[src/rtl/dmi_jtag_access.sv]
// rtl/dmi_jtag_access.sv - JTAG-side DMI access controller between the TAP DMI register and dtm_cdc
module dmi_jtag_access #(
    parameter int unsigned ABITS = 7,
    parameter int unsigned DBITS = 32
) (
    input  logic                   clk_i,
    input  logic                   rst_ni,
    input  logic                   capture_i,
    input  logic                   update_i,
    input  logic [ABITS+DBITS+1:0] dr_i,
    output logic [ABITS+DBITS+1:0] dr_o,
    input  logic                   dmireset_i,
    input  logic                   dmihardreset_i,
    output logic [1:0]             dmistat_o,
    output logic                   dmi_clear_o,
    output logic [ABITS+DBITS+1:0] dmi_req_o,
    output logic                   dmi_req_valid_o,
    input  logic                   dmi_req_ready_i,
    input  logic [DBITS+1:0]       dmi_resp_i,
    input  logic                   dmi_resp_valid_i,
    output logic                   dmi_resp_ready_o
);

    localparam logic [1:0] OP_READ   = 2'd1;
    localparam logic [1:0] OP_WRITE  = 2'd2;
    localparam logic [1:0] STAT_OK   = 2'd0;
    localparam logic [1:0] STAT_BUSY = 2'd3;

    typedef enum logic [1:0] {
        ST_IDLE = 2'd0,
        ST_REQ  = 2'd1,
        ST_WAIT = 2'd2
    } state_e;

    state_e                 r_state;
    state_e                 w_state_nxt;
    logic [ABITS-1:0]       r_addr;
    logic [ABITS-1:0]       w_addr_nxt;
    logic [DBITS-1:0]       r_data;
    logic [DBITS-1:0]       w_data_nxt;
    logic [1:0]             r_op;
    logic [1:0]             w_op_nxt;
    logic [1:0]             r_error;
    logic [1:0]             w_error_nxt;
    logic [ABITS+DBITS+1:0] r_dr;
    logic [ABITS+DBITS+1:0] w_dr_nxt;
    logic                   r_clear;
    logic                   w_clear_nxt;

    // Field views of the shifted-in DR and of the response
    logic [ABITS-1:0] w_upd_addr;
    logic [DBITS-1:0] w_upd_data;
    logic [1:0]       w_upd_op;
    logic [DBITS-1:0] w_resp_data;
    logic [1:0]       w_resp_code;
    logic             w_busy;
    logic [1:0]       w_err_eff;
    logic [1:0]       w_status;

    assign w_upd_addr  = dr_i[ABITS+DBITS+1:DBITS+2];
    assign w_upd_data  = dr_i[DBITS+1:2];
    assign w_upd_op    = dr_i[1:0];
    assign w_resp_data = dmi_resp_i[DBITS+1:2];
    assign w_resp_code = dmi_resp_i[1:0];
    assign w_busy      = (r_state != ST_IDLE);

    // A dmireset in the same cycle already counts as cleared for update/capture decisions
    assign w_err_eff   = dmireset_i ? STAT_OK : r_error;
    assign w_status    = (w_err_eff != STAT_OK) ? w_err_eff : (w_busy ? STAT_BUSY : STAT_OK);

    assign dr_o        = r_dr;
    assign dmistat_o   = r_error;
    assign dmi_clear_o = r_clear;
    assign dmi_req_o   = {r_addr, r_op, r_data};

    // State and data registers, all cleared asynchronously by trst_n
    always_ff @(posedge clk_i or negedge rst_ni) begin
        if (!rst_ni) begin
            r_state <= ST_IDLE;
            r_addr  <= '0;
            r_data  <= '0;
            r_op    <= '0;
            r_error <= '0;
            r_dr    <= '0;
            r_clear <= 1'b0;
        end else begin
            r_state <= w_state_nxt;
            r_addr  <= w_addr_nxt;
            r_data  <= w_data_nxt;
            r_op    <= w_op_nxt;
            r_error <= w_error_nxt;
            r_dr    <= w_dr_nxt;
            r_clear <= w_clear_nxt;
        end
    end

    // Next-state, handshake outputs and sticky-error update in priority order
    always_comb begin
        w_state_nxt      = r_state;
        w_addr_nxt       = r_addr;
        w_data_nxt       = r_data;
        w_op_nxt         = r_op;
        w_error_nxt      = r_error;
        w_dr_nxt         = r_dr;
        w_clear_nxt      = 1'b0;
        dmi_req_valid_o  = (r_state == ST_REQ);
        dmi_resp_ready_o = (r_state == ST_WAIT);

        if (dmihardreset_i) begin
            // Abort: anything in flight is dropped and dtm_cdc is told to flush
            w_state_nxt = ST_IDLE;
            w_error_nxt = STAT_OK;
            w_clear_nxt = 1'b1;
        end else begin
            if (capture_i) begin
                w_dr_nxt = {r_addr, r_data, w_status};
            end

            case (r_state)
                ST_IDLE: begin
                    if (update_i && (w_err_eff == STAT_OK) &&
                        ((w_upd_op == OP_READ) || (w_upd_op == OP_WRITE))) begin
                        w_addr_nxt  = w_upd_addr;
                        w_data_nxt  = w_upd_data;
                        w_op_nxt    = w_upd_op;
                        w_state_nxt = ST_REQ;
                    end
                end
                ST_REQ: begin
                    if (dmi_req_ready_i) begin
                        w_state_nxt = ST_WAIT;
                    end
                end
                ST_WAIT: begin
                    if (dmi_resp_valid_i) begin
                        w_state_nxt = ST_IDLE;
                        if (r_op == OP_READ) begin
                            w_data_nxt = w_resp_data;
                        end
                    end
                end
                default: begin
                    w_state_nxt = ST_IDLE;
                end
            endcase

            // The first error reported sticks until dmireset or dmihardreset
            if (dmireset_i) begin
                w_error_nxt = STAT_OK;
            end else if (w_busy && (update_i || capture_i) && (r_error == STAT_OK)) begin
                w_error_nxt = STAT_BUSY;
            end else if ((r_state == ST_WAIT) && dmi_resp_valid_i &&
                         (w_resp_code != STAT_OK) && (r_error == STAT_OK)) begin
                w_error_nxt = w_resp_code;
            end
        end
    end

endmodule

[config.mk]
export PLATFORM = sky130hd
export DESIGN_NAME = dmi_jtag_access
export DESIGN_NICKNAME = d
export VERILOG_FILES = /design/src/rtl/dmi_jtag_access.sv
export SDC_FILE = /design/constraint.sdc
export NUM_CORES = 1
export LEC_CHECK = 0
export ABC_AREA = 1
export BUFFER_PORTS_ARGS = -buffer_cell sky130_fd_sc_hd__buf_2
export CAP_MARGIN = 20
export CORE_MARGIN = 3
export CORE_UTILIZATION = 45
export DETAILED_ROUTE_END_ITERATION = 6
export PLACE_DENSITY = 0.83
export SYNTH_ARGS = -nofsm -noshare
export SYNTH_HDL_FRONTEND = slang
export SYNTH_SLANG_ARGS = --single-unit
[constraint.sdc]
create_clock -name clk_i -period 2.4 [get_ports clk_i]
set_input_delay 0 -clock clk_i [delete_from_list [all_inputs] [get_ports clk_i]]
set_output_delay 0 -clock clk_i [all_outputs]
set_load 0.05 [all_outputs]
Yosys cells after proc, flatten, opt, wreduce, memory -nomap -nowiden --
Cells that the tools add are included.
Cells by class: bitwise gates (word level) 1, reduce and logical (&&, ||, !) cells 21, mux-type cells 17, equality and inequality tests 11
Operators with widths (number):
- 32-bit two-way mux | 3
- 32-bit case mux with 2 select lines | 1
- 2-bit two-way mux | 11
- 2-bit nonzero test | 4
- 1-bit logical AND | 7
- 2-bit by 1-bit equality test with 1-bit output, second input constant | 3
- 2-bit logical NOT | 3
- 3-bit inequality test, second input constant | 2
- 2-bit case mux with 3 select lines | 1
- 3-bit AND reduction | 2
- 5-bit AND reduction | 1
- 2-bit equality test, second input constant | 2
- 2-bit inequality test, second input constant | 2
- 4-bit nonzero test | 1
- 3-bit by 2-bit inequality test with 1-bit output, second input constant | 1
- 1-bit logical OR | 2
- 2-bit by 1-bit inequality test with 1-bit output, second input constant | 1
- 2-bit AND reduction | 1
- 1-bit two-way mux | 1
- 1-bit inverter | 1
Storage, ports and cells: output and inout port bits 87, flip-flop bits (word level) 87, input bits 83, word-level logic and storage cells 57

Logic depth before layout (Yosys ltp) --
Gate-level depths: netlist of the first run.
depth in word-level cells 8, gate-level depth with buffers 9, mapped depth without buffers 8

Worst setup path after synthesis of the first run --
OpenSTA, ideal clock, no wires.
path type reg-to-reg, start point register r_error[1], in the netlist dmistat_o[1], end point register r_data[0], stages on the path, launching flop included 8, required time 2.281 ns, setup time 0.119 ns, setup slack 0.904 ns, arrival time 1.376 ns, cells stage by stage dfrtp_1 > o21ai_2 > nand2_2 > nand2_4 > nand2_4 > buf_6 > nand2_1 > nand2_1
Between the ends: longest elaborated chain between the ends 6
RTL lines:
- from (decl) | line 43 | logic [1:0] r_error;
- from (signal assigned) | line 91 | r_error <= w_error_nxt;
- 2-bit two-way mux | line 68 | assign w_err_eff = dmireset_i ? STAT_OK : r_error;
- 2-bit logical NOT | line 121 | if (update_i && (w_err_eff == STAT_OK) &&
- 1-bit logical AND (2 in series) | line 121
- 2-bit inequality test (no source line)
- 5-bit AND reduction (no source line)
- to (signal assigned) | line 89 | r_data <= w_data_nxt;
- to (decl) | line 39 | logic [DBITS-1:0] r_data;
Every way passes these cells. A chain may end at the register's enable or synchronous reset.

Worst setup path after layout of the first run --
start point register r_state[0], end point register r_data[17]
Between the ends: longest elaborated chain between the ends 3, elaborated cells on any way between the ends 8, those cells by class eq/ne: 4; mux: 1; reduce/logical: 3
RTL lines:
- from (decl) | line 35 | state_e r_state;
- from (signal assigned) | line 87 | r_state <= w_state_nxt;
- 2-bit equality test / 2-bit logical NOT (equally long branches) | line 119 | case (r_state)
- 2-bit by 1-bit inequality test with 1-bit output (no source line), or another cell as far along
- 5-bit AND reduction (no source line)
Parallel ways exist; a longest one is shown, timed or not.

==> results of run 1 <==
[kinds of logic (layout without fill, tap and decap cells)]
kind of cell | Yosys count | in the layout | synth area share (%)
other | 0 | 1 | 0
and+or+nand+nor | 360 | 360 | 36.5
AOI/OAI and AO/OA | 17 | 17 | 3.23
DFF | 87 | 87 | 54.6
buffers and inverters | 44 | 267 | 5.68
[layer usage]
metal  GRT usage [%]  vias up  share of wire [%]
met2            40.3      172                 52
met5               0        -                  0
met3            4.38        8                7.1
li1                -     2002                  -
met1            29.0     1861                 40
met4            5.91        0               0.78
[tightest hold or removal path: cells and delay by family]
kind | cells | cell delay, ns
and+or+nand+nor | 4 | 0.23
buffers and inverters | 1 | 0.08
[placed cells by master (no fill, tap or decap)]
cell | synthesis | routed
nor2_2 | 2 | 1
nand2_2 | 3 | 3
nand4_1 | 4 | 4
diode_2 | 0 | 1
a21oi_1 | 4 | 4
buf_4 | 6 | 5
a21oi_2 | 1 | 1
o211ai_1 | 1 | 1
o21ai_0 | 1 | 1
inv_1 | 19 | 19
buf_2 | 7 | 168
nand2_4 | 2 | 2
nor2_1 | 11 | 11
nand3_1 | 35 | 35
clkbuf_8 | 0 | 10
clkinv_2 | 0 | 1
dfrtp_1 | 87 | 87
dlygate4sd3_1 | 0 | 57
nand2_1 | 300 | 300
buf_12 | 0 | 1
nor2_4 | 1 | 2
nand3b_1 | 1 | 1
o21ai_2 | 10 | 10
clkinv_4 | 0 | 1
inv_6 | 0 | 1
inv_2 | 1 | 1
nand3_4 | 1 | 1
bufinv_16 | 0 | 1
clkinvlp_4 | 0 | 2
[final cells by class]
cell class,count,area share (%)
clock inverter,6,1.20
inverter,20,1.33
sequential,87,38.5
antenna,1,0.0443
timing repair buffer,231,26.0
multi-input combinational,377,28.2
clock buffer,10,2.44
tap,105,2.32
[where the power goes]
part,total (W),switching (W),internal (W)
registers,0.00219,0.000305,0.00188
clock network,0.00103,0.000521,0.000513
logic,0.00280,0.00217,0.000636
total,0.00602,0.00299,0.00303
[registers in the layout (all words and copies together) (netlist names)]
name	cells
dr_o	41
r_op	2
r_state	2
r_addr	7
dmi_clear_o	1
dmistat_o	2
r_data	32
[worst max path at each step]
| stage | slack (ns) | depth (start not counted) | endpoint | from |
|---|---|---|---|---|
| after floorplan | 0.90 | 7 | r_data[0] | dmistat_o[1] |
| after global placement | 0.52 | 6 | r_data[25] | r_state[1] |
| after detailed placement | 0.41 | 6 | r_data[5] | r_state[1] |
| after CTS | 0.22 | 10 | r_data[4] | r_state[0] |
| after global routing | 0.02 | 10 | r_data[4] | r_state[0] |
| final | 0.20 | 10 | r_data[17] | r_state[0] |
[through the flow]
step	setup slack, ns	util, %
2_1_floorplan	0.904	-
3_3_place_gp	0.516	57.9
3_5_place_dp	0.415	57.9
4_1_cts	0.221	67.1
5_1_grt	0.0152	67.1
6_report	0.198	67.1
==> results.cfg, run 1 <==
[status]
status = complete, no violations

[final_layout]
fin_cells = 837
final_nets = 809
drive_above_1_share_pct = 28.9
area_growth_syn_to_layout_pct = 41.6
fillCellCount = 665
finalInstanceArea_um2 = 5650
seq_area_um2 = 2180
multi_input_area_um2 = 1590

[global_routing]
grt_pass1_vias = 3970
grt_remaining_overflow = 0
grt_pass1_wl_mm = 18.6
grt_max_degree = 48
antenna_found_initial = 1
grt_usage_pct = 22.9

[place]
placed_cell_area_um2 = 4870
port_buffers = 169
dp_hpwl_mm = 7.73
dp.cells = 763
gp_congestion = 0.761

[timing]
setup_viol = 0
slew_violations = 0
period_needed_ns = 2.20
max-slew-margin-rel_pct = 38.7
tns_ns = 0
hold_violations = 0
clock_skew_ns = 0.0152
whs_ns = 0.0145
tightest_slew_ns = 0.918
clock.fmax_mhz = 454
rsz0062_at_grt = no
fin_crit_sh_pct = 91.8

[floorplanning]
start_util_pct = 47.4
die_area_um2 = 10000
rows = 33
die_x_um = 100
core_area_um2 = 8420
io_pins = 170
die_y_um = 100

[worst_setup_path]
path_buf_inv = 5
r2r_cells = 10
crit_top_cell = nand2_1
worstSetupStartpointType = flip-flop
worstReg2RegEnd = r_data[17]
crit_type = flip-flop to flip-flop
critPathMaxStageDelay_ns = 0.55
cp_top_family = buffers and inverters
crit_arrival_ns = 2.49
worst_path_max_delay_cell = dlygate4sd3_1
cp-end-kind = flip-flop
crit_chain = inv_2 > nand2_2 > buf_4 > inv_1 > buf_4 > nand2_1 > nand2_1 > dlygate4sd3_1 > nand3_1 > nand2_1
r2r_slack_ns = 0.20
path_max_fanout = 34
reg2reg_from = r_state[0]
cp.required_ns = 2.68

[synthesis]
synth_ff_type = dfrtp_1
syn-num-nets = 591
synth_area_leaders = dfrtp_1 55%, nand2_1 28%, nand3_1 4.4%
synthCells = 508
synthTopCellsByCount = 300 x nand2_1, 87 x dfrtp_1, 35 x nand3_1, 19 x inv_1, 11 x nor2_1
syn-cell-area_um2 = 3990
yosysSeqAreaShare_pct = 54.6
ys_async_sr_fraction_pct = 100
synth_edf_count = 0
yosys_warnings = 0
yosysTopAreaCell = dfrtp_1
ys_seq_elements = 87
syn_avg_cell_area_um2 = 7.85
yosysMostFrequentCell = nand2_1
synth.distinct_cells = 22
synth.top_cell.area_share_pct = 54.6

[clock_tree]
clk_path_buf_depth = 2
cts_tree = yes
postCtsSetupRepairBufs = 0
ctsHoldBuffers = 57
clock_sinks = 87
htree_levels = 3
numCtsBuffers = 9
root_buffer = clkbuf_8
cts.repair.resized = 0
insertion_delay_ns = 0.34
path_clk_slew_ns = 0.09

[power]
p_leak_nw = 3.32
p_total_w = 0.00602
p_per_area_nw_per_um2 = 1070
ir_worst_vdd_uv = 650

[route]
drc = 0
wl_mm = 11.4
vias = 4043
drt-initial-drc-count = 158
drtAntennaViolNets = 0
wl_per_cell_um = 13.7
avgViaCountPerCell = 4.83
dr.pass1.iters = 4

[hold_path]
min_to = r_data[16]
min_path_type = input port to flip-flop
worstHoldStart = dmi_resp_i[18]
min_path_cells = 5

[flow_run]
cap_viol_max_count = 0
No activity file was read; power rests on OpenSTA's default activity.
==> run 2: changes to the inputs <==
--- a/config.mk
+++ b/config.mk
@@ -8,6 +8,7 @@
 export ABC_AREA = 1
 export BUFFER_PORTS_ARGS = -buffer_cell sky130_fd_sc_hd__buf_2
 export CAP_MARGIN = 20
+export CORE_ASPECT_RATIO = 1.5
 export CORE_MARGIN = 3
 export CORE_UTILIZATION = 45
 export DETAILED_ROUTE_END_ITERATION = 6
==> results.cfg, run 2 (same netlist as run 1, synthesis figures left out) <==
[place]
port_buffers = 169
dp.cells = 765
dp_hpwl_mm = 7.86
gp_congestion = 0.803
pre_cts_slack_ns = 0.404

[clock_tree]
root_buffer = clkbuf_16
clock_sinks = 87
cts_tree = yes
htree_levels = 3
insertion_delay_ns = 0.34
numCtsBuffers = 9
postCtsSetupRepairBufs = 0
path_clk_slew_ns = 0.06
clk_path_buf_depth = 2

[floorplanning]
rows = 41
start_util_pct = 46.9
die_x_um = 82.9
core_area_um2 = 8520
die_y_um = 121
io_pins = 170
die_area_um2 = 10100

[final_layout]
antennaDiodeCount = 0
final_nets = 775
layout_common_cells = 300 x nand2_1, 168 x buf_2, 87 x dfrtp_1
area_growth_syn_to_layout_pct = 36.3
multi_input_area_um2 = 1590
fin_cells = 804
seq_area_um2 = 2180
largest_reg_flops = 41
layout_commonest_cell = nand2_1
drive_above_1_share_pct = 30.3
fillCellCount = 719
postLayoutCoreUtil_pct = 63.9

[worst_setup_path]
crit_type = flip-flop to flip-flop
r2r_cells = 10
reg2reg_from = r_state[0]
worstReg2RegEnd = r_data[4]
r2r_slack_ns = 0.22
cp.required_ns = 2.67
path_max_fanout = 34
worstSetupStartpointType = flip-flop
crit_arrival_ns = 2.46
cp-end-kind = flip-flop

[timing]
setup_viol = 0
fin_crit_sh_pct = 90.9
hold_violations = 0
max-slew-margin-rel_pct = 46.6
whs_ns = 0.000362
clock.fmax_mhz = 458
period_needed_ns = 2.18
clock_skew_ns = 0.00555
tns_ns = 0
tightest_slew_ns = 0.799
finalWorstSetupSlack_ns = 0.219
rsz0062_at_grt = no
slew_violations = 0

[global_routing]
grt_remaining_overflow = 0
grt_pass1_vias = 3939
grt_pass1_wl_mm = 18.4
grt_usage_pct = 23.0
grt_max_degree = 88
antenna_found_initial = 0

[route]
drt-initial-drc-count = 267
wl_mm = 11.4
vias = 3930
met2WireLength_mm = 6.21
avgViaCountPerCell = 4.89
dr.pass1.iters = 4
wl_per_cell_um = 14.2
maxUsedRoutingLayer = met4
wl_met1_mm = 4.15
met3_length_um = 707
drtAntennaViolNets = 0
drc = 0

[power]
p_leak_nw = 3.24
p_clk_share_pct = 23.7
power.internal_w = 0.00344
ir_worst_vdd_uv = 642
p_seq_share_pct = 33.9
power_frac_comb_pct = 42.4
p_per_area_nw_per_um2 = 1190
swShare_pct = 46.7
p_switching_w = 0.00302

[flow_run]
cap_viol_max_count = 0

[hold_path]
min_to = r_data[5]
min_path_type = input port to flip-flop
min_path_cells = 5
worstHoldStart = dr_i[7]

[status]
status = complete, no violations
## run 2: power by group through the flow
stage          Sequential, W  Combinational (W)  Clock (W)
5_1_grt              0.00224            0.00290    0.00161
2_1_floorplan        0.00365           0.000552          0
3_3_place_gp         0.00220            0.00267          0
4_1_cts              0.00219            0.00276    0.00154
6_report             0.00219            0.00274    0.00153
3_5_place_dp         0.00221            0.00272          0
## run 2: cell type report
cell class	count	share of cell area [%]
clock inverter	5	1.47
multi-input combinational	377	29.3
timing repair buffer	197	20.7
tap	107	2.46
sequential	87	40.0
clock buffer	11	4.65
inverter	20	1.38
## run 2: worst max-delay path by stage
stage,startpoint,to,slack [ns]
finish,r_state[0],r_data[4],0.22
global route,r_state[0],r_data[4],0.1
CTS,r_state[0],r_data[4],0.23
detailed placement,r_state[1],r_data[15],0.40
global placement,r_state[1],r_data[5],0.53
floorplan,dmistat_o[1],r_data[0],0.90
## run 2: through the flow
step	instance area (um^2)	total power [W]
floorplan	3990	0.00421
global placement	4880	0.00488
detailed placement	4880	0.00493
CTS	5440	0.00649
global route	5440	0.00675
finish	5440	0.00646
## run 2: what timing repair did
action / CTS / global route
gates resized for setup: 0 / 0
endpoints found under the hold margin: 109 / 0
hold buffers: 23 / 0
## run 2: critical path, cell delays in order (launching register included)
cell and delay (ns):
dfrtp_1 0.38, inv_2 0.10, nand2_2 0.07, buf_4 0.25, inv_1 0.09, buf_4 0.34, nand2_1 0.10, nand2_1 0.07
dlygate4sd3_1 0.53, nand3_1 0.07, nand2_1 0.10
## run 2: routing by layer
layer  track usage (%)  vias to the layer above
met5                 0                        -
met4              11.9                        0
met3              4.69                       28
met2              41.1                      147
met1              25.7                     1827
li1                  -                     1928
==> run 3: changes to the inputs <==
--- a/config.mk
+++ b/config.mk
@@ -12,6 +12,7 @@
 export CORE_MARGIN = 3
 export CORE_UTILIZATION = 45
 export DETAILED_ROUTE_END_ITERATION = 6
+export HOLD_SLACK_MARGIN = 0.1
 export PLACE_DENSITY = 0.83
 export SYNTH_ARGS = -nofsm -noshare
 export SYNTH_HDL_FRONTEND = slang
==> results.cfg, run 3 (same netlist as run 1, synthesis figures left out) <==
[route]
dr.pass1.iters = 5
wl_mm = 12.9
vias = 4279
wl_per_cell_um = 15.0
drc = 0
drtAntennaViolNets = 0
drt-initial-drc-count = 278
avgViaCountPerCell = 4.96

[worst_setup_path]
cp.required_ns = 2.67
worstReg2RegEnd = r_data[20]
cp-end-kind = flip-flop
worstSetupStartpointType = flip-flop
crit_type = flip-flop to flip-flop
r2r_slack_ns = 0.19
r2r_cells = 10
reg2reg_from = r_state[0]
path_max_fanout = 34
crit_arrival_ns = 2.48

[floorplanning]
die_y_um = 121
io_pins = 170
core_area_um2 = 8520
rows = 41
start_util_pct = 46.9
die_x_um = 82.9
die_area_um2 = 10100

[power]
p_per_area_nw_per_um2 = 1090
p_total_w = 0.00660
p_leak_nw = 3.48
ir_worst_vdd_uv = 664

[place]
port_buffers = 169
dp_hpwl_mm = 7.86
pre_cts_slack_ns = 0.404
gp_congestion = 0.803

[status]
status = complete, no violations

[timing]
tightest_slew_ns = 0.803
finalWorstSetupSlack_ns = 0.189
slew_violations = 0
fin_crit_sh_pct = 92.1
setup_viol = 0
tns_ns = 0
clock_skew_ns = 0.00703
period_needed_ns = 2.21
clock.fmax_mhz = 452
rsz0062_at_grt = no
max-slew-margin-rel_pct = 46.4
hold_violations = 0

[global_routing]
grt_pass1_vias = 4381
antenna_found_initial = 0
grt_remaining_overflow = 0
grt_pass1_wl_mm = 20.7
grt_usage_pct = 26.0
grt_max_degree = 88

[final_layout]
area_growth_syn_to_layout_pct = 51.0
drive_above_1_share_pct = 27.9
largest_reg_flops = 41
layout_common_cells = 300 x nand2_1, 168 x buf_2, 87 x dfrtp_1
final_nets = 833
layout_commonest_cell = nand2_1

[flow_run]
cap_viol_max_count = 0

[hold_path]
min_to = dmistat_o[0]
worstHoldStart = capture_i
min_path_type = input port to flip-flop
min_path_cells = 4

[clock_tree]
clock_sinks = 87
cts_tree = yes
insertion_delay_ns = 0.34
clk_path_buf_depth = 2
numCtsBuffers = 9
path_clk_slew_ns = 0.06
htree_levels = 3
root_buffer = clkbuf_16
postCtsSetupRepairBufs = 0
run 3: changes by cell type in the layout (fill, tap and decap cells not counted), sizes merged:
cell and change:
dlygate4sd3 +58, diode +1
run 3: how the worst max path moves through the flow:
stage                     cells past startpoint         end         start  slack (ns)
after floorplan                               7   r_data[0]  dmistat_o[1]        0.90
after global placement                        6   r_data[5]    r_state[1]        0.53
after detailed placement                      6  r_data[15]    r_state[1]        0.40
after CTS                                    10  r_data[19]    r_state[0]        0.15
after global routing                         10   r_data[0]    r_state[0]        0.05
final                                        10  r_data[20]    r_state[0]        0.19
run 3: metrics by stage:
stage	std cells	util, %	instance area (um^2)	hold slack (ns)
2_1_floorplan	508	-	3990	-0.296
3_3_place_gp	765	57.3	4880	0.0651
3_5_place_dp	765	57.3	4880	0.0709
4_1_cts	862	70.7	6020	0.114
5_1_grt	862	70.7	6020	0.142
6_report	863	70.8	6030	0.121
run 3: critical path: stages (launching register included):
cell           delay, ns
dfrtp_1             0.39
inv_2               0.10
nand2_2             0.07
buf_4               0.26
inv_1               0.11
buf_6               0.25
nand2_1             0.13
nand2_1             0.07
dlygate4sd3_1       0.57
nand3_1             0.09
nand2_1             0.10
run 3: final cells by class:
| class | count | area [um^2] |
|---|---|---|
| clock buffer | 11 | 253 |
| timing repair buffer | 255 | 1710 |
| fill | 633 | 2490 |
| sequential | 87 | 2180 |
| inverter | 20 | 75.1 |
| tap | 107 | 134 |
| multi-input combinational | 377 | 1590 |
| antenna | 1 | 2.50 |
| clock inverter | 5 | 80.1 |
run 3: what timing repair did:
| action | CTS | global route |
|---|---|---|
| setup endpoints to repair | 0 | 1 |
| gates resized for setup | 0 | 1 |
| hold endpoints to repair | 135 | 0 |
| hold buffers | 81 | 0 |
run 3: metal layers:
layer	track usage [%]	routed length, um
met5	0	0
met4	15.0	586
met3	4.62	753
met2	47.1	7010
met1	28.1	4590
run 3: report_power, final:
part | switching (W) | internal, W | leakage, nW
logic | 0.00219 | 0.000674 | 2.22
clock network | 0.000565 | 0.000966 | 0.158
registers | 0.000313 | 0.00189 | 1.10
